<file path="src/rtl/issue_unit_pkg.sv">
// Shared CDB owner codes and default unit latencies for the issue scheduler.
package issue_unit_pkg;

  localparam logic [1:0] OWN_INT  = 2'd0;
  localparam logic [1:0] OWN_LDST = 2'd1;
  localparam logic [1:0] OWN_MULT = 2'd2;
  localparam logic [1:0] OWN_DIV  = 2'd3;

  localparam int INT_LAT_DEF  = 1;
  localparam int LDST_LAT_DEF = 1;
  localparam int MUL_LAT_DEF  = 4;
  localparam int DIV_LAT_DEF  = 7;

endpackage

</file>
<file path="src/rtl/issue_unit_cdb_resv_shreg.sv">
// CDB reservation window: bit k of resv_o means the CDB is taken k cycles from now.
// Each slot carries its owner code; slot 0 is what the CDB carries this cycle.
module issue_unit_cdb_resv_shreg #(
  parameter int W  = 7,
  parameter int IW = (W > 1) ? $clog2(W) : 1
) (
  input  logic          clk,
  input  logic          rst_n,
  input  logic          flush_i,
  input  logic          set_i,
  input  logic [IW-1:0] set_idx_i,
  input  logic [1:0]    set_own_i,
  output logic [W-1:0]  resv_o,
  output logic [1:0]    own0_o
);

  logic [W-1:0]      resv_q, resv_d;
  logic [W-1:0][1:0] own_q, own_d;

  // Set is applied after the shift, so index L-1 lands on slot t+L.
  always_comb begin
    resv_d = resv_q >> 1;
    own_d  = '0;
    for (int k = 0; k < W - 1; k++) begin
      own_d[k] = own_q[k+1];
    end
    if (set_i) begin
      resv_d[set_idx_i] = 1'b1;
      own_d[set_idx_i]  = set_own_i;
    end
    if (flush_i) begin
      resv_d = '0;
      own_d  = '0;
    end
  end

  always_ff @(posedge clk or negedge rst_n) begin
    if (!rst_n) begin
      resv_q <= '0;
      own_q  <= '0;
    end else begin
      resv_q <= resv_d;
      own_q  <= own_d;
    end
  end

  assign resv_o = resv_q;
  assign own0_o = own_q[0];

endmodule

</file>
<file path="src/rtl/issue_unit.sv">
// Issue scheduler: grants at most one of int/ldst/mult/div per cycle while
// keeping fixed-latency results from colliding on the CDB.
module issue_unit
  import issue_unit_pkg::*;
#(
  parameter int INT_LAT  = INT_LAT_DEF,
  parameter int LDST_LAT = LDST_LAT_DEF,
  parameter int MUL_LAT  = MUL_LAT_DEF,
  parameter int DIV_LAT  = DIV_LAT_DEF
) (
  input  logic       clk,
  input  logic       rst_n,
  input  logic       flush_i,
  input  logic       int_ready_i,
  input  logic       ldst_ready_i,
  input  logic       mult_ready_i,
  input  logic       div_ready_i,
  output logic       int_issue_o,
  output logic       ldst_issue_o,
  output logic       mult_issue_o,
  output logic       div_issue_o,
  output logic       div_busy_o,
  output logic       cdb_valid_o,
  output logic [1:0] cdb_owner_o
);

  localparam int W  = DIV_LAT;
  localparam int IW = (W > 1) ? $clog2(W) : 1;
  localparam int CW = (DIV_LAT > 1) ? $clog2(DIV_LAT) : 1;

  logic [W-1:0]  resv;
  logic [1:0]    own0;
  logic          set_v;
  logic [IW-1:0] set_idx;
  logic [1:0]    set_own;

  logic          lru_q, lru_d;
  logic [CW-1:0] div_cnt_q, div_cnt_d;
  logic          div_busy;
  logic          int_el, ldst_el, mult_el, div_el;
  logic          g_int, g_ldst, g_mult, g_div;

  // Latencies at or beyond the window edge map to a slot that is always free.
  function automatic logic slot_taken(input logic [W-1:0] r, input int l);
    slot_taken = 1'b0;
    for (int k = 0; k < W; k++) begin
      if (k == l) slot_taken = r[k];
    end
  endfunction

  issue_unit_cdb_resv_shreg #(.W(W), .IW(IW)) u_resv (
    .clk       (clk),
    .rst_n     (rst_n),
    .flush_i   (flush_i),
    .set_i     (set_v),
    .set_idx_i (set_idx),
    .set_own_i (set_own),
    .resv_o    (resv),
    .own0_o    (own0)
  );

  assign div_busy = (div_cnt_q != '0);
  assign int_el   = int_ready_i  & ~slot_taken(resv, INT_LAT);
  assign ldst_el  = ldst_ready_i & ~slot_taken(resv, LDST_LAT);
  assign mult_el  = mult_ready_i & ~slot_taken(resv, MUL_LAT);
  assign div_el   = div_ready_i  & ~div_busy;

  always_comb begin
    g_int     = 1'b0;
    g_ldst    = 1'b0;
    g_mult    = 1'b0;
    g_div     = 1'b0;
    set_v     = 1'b0;
    set_idx   = '0;
    set_own   = OWN_INT;
    lru_d     = lru_q;
    div_cnt_d = div_busy ? div_cnt_q - 1'b1 : '0;
    if (rst_n && !flush_i) begin
      if (div_el) begin
        g_div     = 1'b1;
        set_v     = 1'b1;
        set_idx   = IW'(DIV_LAT - 1);
        set_own   = OWN_DIV;
        div_cnt_d = CW'(DIV_LAT - 1);
      end else if (mult_el) begin
        g_mult  = 1'b1;
        set_v   = 1'b1;
        set_idx = IW'(MUL_LAT - 1);
        set_own = OWN_MULT;
      end else if (int_el && (!ldst_el || lru_q)) begin
        g_int   = 1'b1;
        set_v   = 1'b1;
        set_idx = IW'(INT_LAT - 1);
        set_own = OWN_INT;
        lru_d   = 1'b0;
      end else if (ldst_el) begin
        g_ldst  = 1'b1;
        set_v   = 1'b1;
        set_idx = IW'(LDST_LAT - 1);
        set_own = OWN_LDST;
        lru_d   = 1'b1;
      end
    end
    if (flush_i) div_cnt_d = '0;
  end

  always_ff @(posedge clk or negedge rst_n) begin
    if (!rst_n) begin
      lru_q     <= 1'b1;
      div_cnt_q <= '0;
    end else begin
      lru_q     <= lru_d;
      div_cnt_q <= div_cnt_d;
    end
  end

  assign int_issue_o  = g_int;
  assign ldst_issue_o = g_ldst;
  assign mult_issue_o = g_mult;
  assign div_issue_o  = g_div;
  assign div_busy_o   = div_busy;
  assign cdb_valid_o  = resv[0];
  assign cdb_owner_o  = own0;

endmodule

</file>
<file path="config.mk">
export PLATFORM = sky130hd
export DESIGN_NAME = issue_unit
export DESIGN_NICKNAME = d
export VERILOG_FILES = /design/src/rtl/issue_unit_pkg.sv /design/src/rtl/issue_unit_cdb_resv_shreg.sv /design/src/rtl/issue_unit.sv
export SDC_FILE = /design/constraint.sdc
export NUM_CORES = 1
export LEC_CHECK = 0
export CAP_MARGIN = 40
export CORE_ASPECT_RATIO = 0.8
export CORE_MARGIN = 8
export CORE_UTILIZATION = 53
export CTS_CLUSTER_DIAMETER = 200
export DETAILED_ROUTE_END_ITERATION = 12
export GPL_TIMING_DRIVEN = 0
export MAX_ROUTING_LAYER = met4
export PLACE_DENSITY = 0.8
export SLEW_MARGIN = 20
export SYNTH_ARGS = -nofsm -noshare
export SYNTH_HDL_FRONTEND = slang
export SYNTH_SLANG_ARGS = --single-unit
</file>
<file path="constraint.sdc">
create_clock -name clk -period 2.6 [get_ports clk]
set_input_delay 0.52 -clock clk [delete_from_list [all_inputs] [get_ports clk]]
set_output_delay 0.52 -clock clk [all_outputs]
set_load 0.01 [all_outputs]
</file>
After elaboration in Yosys (flattened, before gate mapping)
Index checks and enable logic that the tools add are counted.

Register bits: 25. Input bits: 7.

Multiplexer cells: 41. Magnitude comparators: 2. Add/sub/neg operators: 1. Reduce and logical (&&, ||, !) cells: 9. Bitwise gates (word level): 10.

Operators with widths (count): $mux W14 (2); $mux W1 (23); $mux W3 (6); $bwmux W14 (1); $mux W7 (2); $mux W2 (5); $or A6 B7 Y7 (1); $demux W2 S3 (1); $not A1 Y1 (5); $and A1 B1 Y1 (4); $lt A3 B4 Y1 const B (1); $reduce_and A4 Y1 (1); $demux W1 S3 (1); $ge A3 B1 Y1 const B (1); $logic_and A1 B1 Y1 (3); $reduce_bool A3 Y1 (1); $sub A3 B1 Y3 const B (1); $logic_not A1 Y1 (2); $reduce_bool A2 Y1 (1); $logic_or A1 B1 Y1 (1).

Depth between registers and ports, before layout
Gate-level depths: netlist (run 1).

Depth in word-level cells: 12. Depth in mapped cells: 4.

Hierarchy
From an unflattened synthesis (run 1), not the netlist that was laid out.

Cells, all modules: 107. Area total of the unflattened synthesis: 1192.4 um2.

By module, submodules not included: issue_unit_cdb_resv_shreg (times used 1, area an instance 903.4 um2, cells each 72); issue_unit (times used 1, area an instance 289.0 um2, cells each 35).

Least setup slack after synthesis (run 1)
No wires, ideal clock.

Path type: in2out. Start point: in flush_i. End point: out int_issue_o. Required time: 2.080 ns. Stages on the path: 4. Slack: 0.919 ns. Buffers on the path: 0. Arrival time: 1.161 ns. Cells stage by stage: nand2b_1 -> a21oi_4 -> nand3_1 -> nor2_1.

Cells in the longest elaborated chain, start to end: 3.

Ends and longest elaborated chain: start: declaration (line issue_unit.sv:13) `input logic flush_i,`; $logic_not A1 Y1 (line issue_unit.sv:78) `if (rst_n && !flush_i) begin`; $logic_and A1 B1 Y1 (line issue_unit.sv:78); $mux W1 (line issue_unit.sv:78); end: declaration (line issue_unit.sv:18) `output logic int_issue_o,`.

Every way passes these cells.

Final worst setup path (run 1)
Start point: in flush_i. End point: out div_issue_o.

Cells in the longest elaborated chain, start to end: 3.

Ends and longest elaborated chain: $logic_not A1 Y1 (line issue_unit.sv:78); $logic_and A1 B1 Y1 (line issue_unit.sv:78); $mux W1 (line issue_unit.sv:78); end: declaration (line issue_unit.sv:21) `output logic div_issue_o,`.

Every way passes these cells.

==> impl_metrics.tcl, run 1 <==
set metrics [dict create \
    routed_wl_mm 1.55 \
    async_flop_share 1.00 \
    p_leak_nw 0.548 \
    seq_area_frac_synth 0.645 \
    holdCritPathClass "input port to asynchronous set/reset pin" \
    drive_above_1_share 0.215 \
    clock_sinks 23 \
    synth_ff_type "dfrtp_1" \
    clkLatencyLatePin_ns 0.30 \
    num_rows 13 \
    synth_cell_type_count 23 \
    synth_nets 80 \
    finalPower_uw 647 \
    syn_inst 73 \
    cts_tree "done" \
    synth.most_common_cell "dfrtp_1" \
    antenna_cells 0 \
    critical_path_class "input port to output port" \
    initial_core_util 0.556 \
    grt_pass1_vias 607 \
    min_period_over_period 0.961 \
    cp-end-kind "output port" \
    max_cap_violations 0 \
    grt-busiest-layer "met2" \
    synth_warnings 0 \
    dp_hpwl_mm 1.15 \
    synth_top_cell_by_area "dfrtp_1" \
    skew_ns 0.00630 \
    gr-usage-met1 0.124 \
    area_growth_pct 25.3 \
    tightest_slew_ns 0.380 \
    postRouteAntennaNets 0 \
    rsz0062_at_grt "no" \
    ctsHtreeMaxLevel 1 \
    drv_slew 0 \
    die_y_um 52.7 \
    io_buffers 14 \
    fmax_mhz 400 \
    cp.required_ns 2.08 \
    cts-root-buf "clkbuf_4" \
    use_met2 0.204 \
    hold_violations 0 \
    grt_first_pass_wirelength_mm 2.73 \
    routedWlPerCell_um 13.5 \
    synth_area_leaders "dfrtp_1, nor2b_1, a21oi_1" \
    arrival_ns 1.98 \
    worstPathMaxFanout 10 \
    use_met3 0.0343 \
    vias 574 \
    grt_max_degree 18 \
    die_area_um2 3270 \
    core_um2 1610 \
    maxSlewHeadroom 0.747 \
    pin_count 15 \
    synth_edf_count 0 \
    outcome "finished clean" \
    grt_usage 0.119 \
    overflow 0 \
    synthTopCellsByCount "dfrtp_1, nor2b_1, a21oi_1, inv_1, nor3_1" \
    numCtsBuffers 3 \
    syn_area_um2 895 \
    r2r_cells 5 \
    power_density_nw_per_um2 577 \
    setup_viol 0 \
    drtIter0Drc 10 \
    die_w_um 61.9 \
    detail_route.vias_per_cell 4.99 \
    ir_worst_vdd_mv 0.359 \
    instances_no_fill 115 \
    antenna_found_initial 0 \
    clk_pin_slew_ns 0.12 \
    first_pass_iters 2 \
    syn_avg_cell_area_um2 12.3 \
    startpoint_type "input port" \
    gp_congestion 0.646 \
    cts_buffer_depth 2 \
    placed_cells 110 \
    drc 0 \
    min_period_ns 2.50 \
    ys_seq_elements 23 \
    finalNetCount 101 \
    synth_top_area_frac 0.615 \
]
## flip-flops by register name (all words and copies together), names as in the netlist
register and count:
u_resv.own0_o 2, u_resv.own_q 11, u_resv.resv_o 6, lru_q 1, div_cnt_q 3
## per-layer routing
layer  share of wire  vias up
li1                -      281
met1            0.41      281
met2            0.53       10
met3           0.058        2
met4          0.0065        0
met5               0        -
## through the flow
step	hold slack, ns	setup WS, ns	area, um^2	TNS [ns]	utilization
6_report	0.0518	0.101	1120	0	0.696
5_1_grt	0.0454	0.0280	1120	0	0.696
4_1_cts	0.152	0.0567	1120	0	0.695
3_5_place_dp	0.448	-0.608	1070	-1.80	0.667
3_3_place_gp	0.433	-0.937	1060	-3.57	0.660
2_1_floorplan	0.224	0.919	895	0	-
## report_power, final
part	internal, mW	switching [mW]
sequential	0.380	0.0137
combinational	0.0474	0.0487
clock	0.0573	0.100
total	0.484	0.162
## timing repair
| item | in CTS | in global routing |
|---|---|---|
| setup buffers | 1 | 0 |
| hold buffers | 0 | 0 |
| endpoints found under the setup margin | 4 | 2 |
| resized for setup | 10 | 4 |
| cloned | 0 | 0 |
## final timing paths
path / slack, ns / endpoint / start
min in group clk: 0.47 / u_resv.resv_o[2]$_DFF_PN0_ / u_resv.resv_o[3]$_DFF_PN0_
max: 0.10 / div_issue_o / flush_i
max in group asynchronous: 2.08 / lru_q$_DFFE_PN1P_ / rst_n
min: 0.05 / u_resv.own_q[11]$_DFF_PN0_ / rst_n
max reg2reg: 1.22 / u_resv.own0_o[1]$_DFF_PN0_ / div_cnt_q[2]$_DFF_PN0_
min reg2reg: 0.47 / u_resv.resv_o[2]$_DFF_PN0_ / u_resv.resv_o[3]$_DFF_PN0_
## cell usage in the layout, fill, tap and decap left out, types with 2 or more instances in the layout
| master | netlist | layout |
|---|---|---|
| a21oi_1 | 6 | 5 |
| buf_2 | 0 | 2 |
| buf_4 | 2 | 3 |
| clkbuf_4 | 0 | 3 |
| clkdlybuf4s50_1 | 0 | 10 |
| dfrtp_1 | 22 | 22 |
| dlygate4sd2_1 | 0 | 3 |
| inv_1 | 4 | 4 |
| nand2_1 | 3 | 3 |
| nor2_1 | 2 | 2 |
| nor2b_1 | 13 | 13 |
| nor3_1 | 4 | 4 |
## worst max-delay path, cell delays in order
cell	delay (ns)
clkdlybuf4s50_1	0.47
buf_2	0.22
nor3_1	0.20
clkdlybuf4s50_1	0.57
## final cells by class
cell class	count	area, um^2
fill	118	489
clock buffer	3	22.5
inverter	4	15.0
timing repair buffer	16	154
tap	22	27.5
clock inverter	1	5.00
multi-input combinational	42	297
buffer	4	23.8
sequential	23	577
## kinds of logic after synthesis
group           count (synthesis)  synth area share
simple gates                   30             0.217
buf+inv                         8            0.0420
compound gates                 12            0.0965
flops                          23             0.645
(Power assumes the default switching activity.)
==> run 2: changes to the inputs <==
--- a/config.mk
+++ b/config.mk
@@ -6,14 +6,14 @@
 export NUM_CORES = 1
 export LEC_CHECK = 0
 export CAP_MARGIN = 40
-export CORE_ASPECT_RATIO = 0.8
 export CORE_MARGIN = 8
-export CORE_UTILIZATION = 53
+export CORE_UTILIZATION = 57
+export CTS_BUF_LIST = sky130_fd_sc_hd__clkbuf_4
 export CTS_CLUSTER_DIAMETER = 200
 export DETAILED_ROUTE_END_ITERATION = 12
 export GPL_TIMING_DRIVEN = 0
 export MAX_ROUTING_LAYER = met4
-export PLACE_DENSITY = 0.8
+export PLACE_DENSITY = 0.85
 export SLEW_MARGIN = 20
 export SYNTH_ARGS = -nofsm -noshare
 export SYNTH_HDL_FRONTEND = slang
==> impl_metrics.tcl, run 2 (same netlist as run 1, synthesis figures left out) <==
set metrics [dict create \
    core_um2 1490 \
    routed_wl_mm 1.76 \
    postRouteAntennaNets 0 \
    io_buffers 14 \
    tightest_slew_ns 0.447 \
    layout_setup_ws_ns -0.0122 \
    fmax_mhz 383 \
    max_cap_violations 0 \
    final_common_cell "dfrtp_1" \
    die_y_um 55.6 \
    cp.required_ns 2.08 \
    clk_pin_slew_ns 0.12 \
    outcome "complete, but fails checks" \
    layout_common_cells "dfrtp_1, nor2b_1, clkdlybuf4s50_1, a21oi_1, buf_4" \
    overflow 0 \
    setup_viol 1 \
    clock_sinks 23 \
    max_stage_delay_ns 0.59 \
    cp-end-kind "output port" \
    power_density_nw_per_um2 589 \
    cpMostUsedCell "clkdlybuf4s50_1" \
    grt_usage 0.122 \
    skew_ns 0.00316 \
    finalNetCount 103 \
    fillers 116 \
    grt-busiest-layer "met2" \
    gr-usage-met1 0.117 \
    die_area_um2 3090 \
    drtIter0Drc 18 \
    p_leak_nw 0.546 \
    grt_first_pass_wirelength_mm 2.89 \
    first_pass_iters 4 \
    antenna_cells 0 \
    drc 0 \
    pin_count 15 \
    top_register "u_resv.own_q" \
    cts_tree "done" \
    drive_above_1_share 0.200 \
    detail_route.vias_per_cell 5.71 \
    antenna_found_initial 0 \
    use_met2 0.204 \
    clkLatencyLatePin_ns 0.31 \
    drv_slew 0 \
    hold_violations 0 \
    crit_family "buffers and inverters" \
    gp_congestion 0.745 \
    initial_core_util 0.601 \
    regArea_um2 577 \
    fin_tns_setup_ns -0.0122 \
    cts_hold_buf 0 \
    cts-root-buf "clkbuf_4" \
    worst_path_max_delay_cell "clkdlybuf4s50_1" \
    use_met3 0.0297 \
    cp_num_buf_inv 3 \
    cts_buffer_depth 2 \
    violations "negative setup slack" \
    holdCritPathClass "input port to asynchronous set/reset pin" \
    min_period_over_period 1.00 \
    largest_reg_flops 11 \
    grt_pass1_vias 645 \
    ctsHtreeMaxLevel 1 \
    min_period_ns 2.61 \
    num_rows 14 \
    startpoint_type "input port" \
    finalPower_uw 656 \
    arrival_ns 2.09 \
    path_cells "clkdlybuf4s50_1 -> clkbuf_1 -> nor3_1 -> clkdlybuf4s50_1" \
    die_w_um 55.6 \
    numCtsBuffers 3 \
    maxSlewHeadroom 0.702 \
    critical_path_class "input port to output port" \
    multi_input_area_um2 280 \
    ir_worst_vdd_mv 0.397 \
    grt_max_degree 17 \
    area_growth_pct 24.5 \
    vias 634 \
    rsz0062_at_grt "yes" \
    dp_hpwl_mm 1.24 \
    routedWlPerCell_um 15.8 \
    worstPathMaxFanout 10 \
]
-- run 2: area by class of cell --
type / instances / area share
Sequential cell: 23 / 0.518
Multi-Input combinational cell: 42 / 0.252
Timing Repair Buffer: 18 / 0.154
Clock buffer: 3 / 0.0202
Buffer: 4 / 0.0202
Tap cell: 16 / 0.0180
Inverter: 4 / 0.0135
Clock inverter: 1 / 0.00449
-- run 2: stage by stage --
stage,hold slack [ns],worst slack (ns),area [um^2],cells,utilization
finish,0.199,-0.0122,1110,111,0.748
global placement,0.433,-0.915,1050,103,0.708
global route,0.213,-0.0605,1110,111,0.748
detailed placement,0.449,-0.632,1070,104,0.718
CTS,0.195,0.0164,1120,111,0.750
floorplan,0.224,0.919,895,73,-
-- run 2: timing repair --
action	4_1_cts	5_1_grt
endpoints found under the setup margin	4	2
setup buffers	3	0
resized for setup	6	2
-- run 2: power by group --
part	switching, mW	leakage, nW	internal [mW]	total [mW]
clock	0.105	0.0177	0.0575	0.163
combinational	0.0505	0.214	0.0487	0.0992
sequential	0.0148	0.314	0.380	0.395
total	0.170	0.546	0.486	0.656
-- run 2: worst paths after layout --
| check | from | endpoint | slack, ns | cells after the start |
|---|---|---|---|---|
| max reg2reg | div_cnt_q[1]$_DFF_PN0_ | u_resv.own0_o[1]$_DFF_PN0_ | 1.08 | 6 |
| max in group asynchronous | rst_n | lru_q$_DFFE_PN1P_ | 1.91 | 2 |
| max | flush_i | div_issue_o | -0.01 | 4 |
| min reg2reg | u_resv.own_q[9]$_DFF_PN0_ | u_resv.own_q[7]$_DFF_PN0_ | 0.47 | 1 |
| min in group clk | u_resv.own_q[9]$_DFF_PN0_ | u_resv.own_q[7]$_DFF_PN0_ | 0.47 | 1 |
| min | rst_n | u_resv.own_q[13]$_DFF_PN0_ | 0.20 | 1 |
-- run 2: layer usage --
metal  vias up  wire [um]
met5         -          0
met4         0         67
met3         6        117
met2        23        903
met1       317        669
li1        288          -
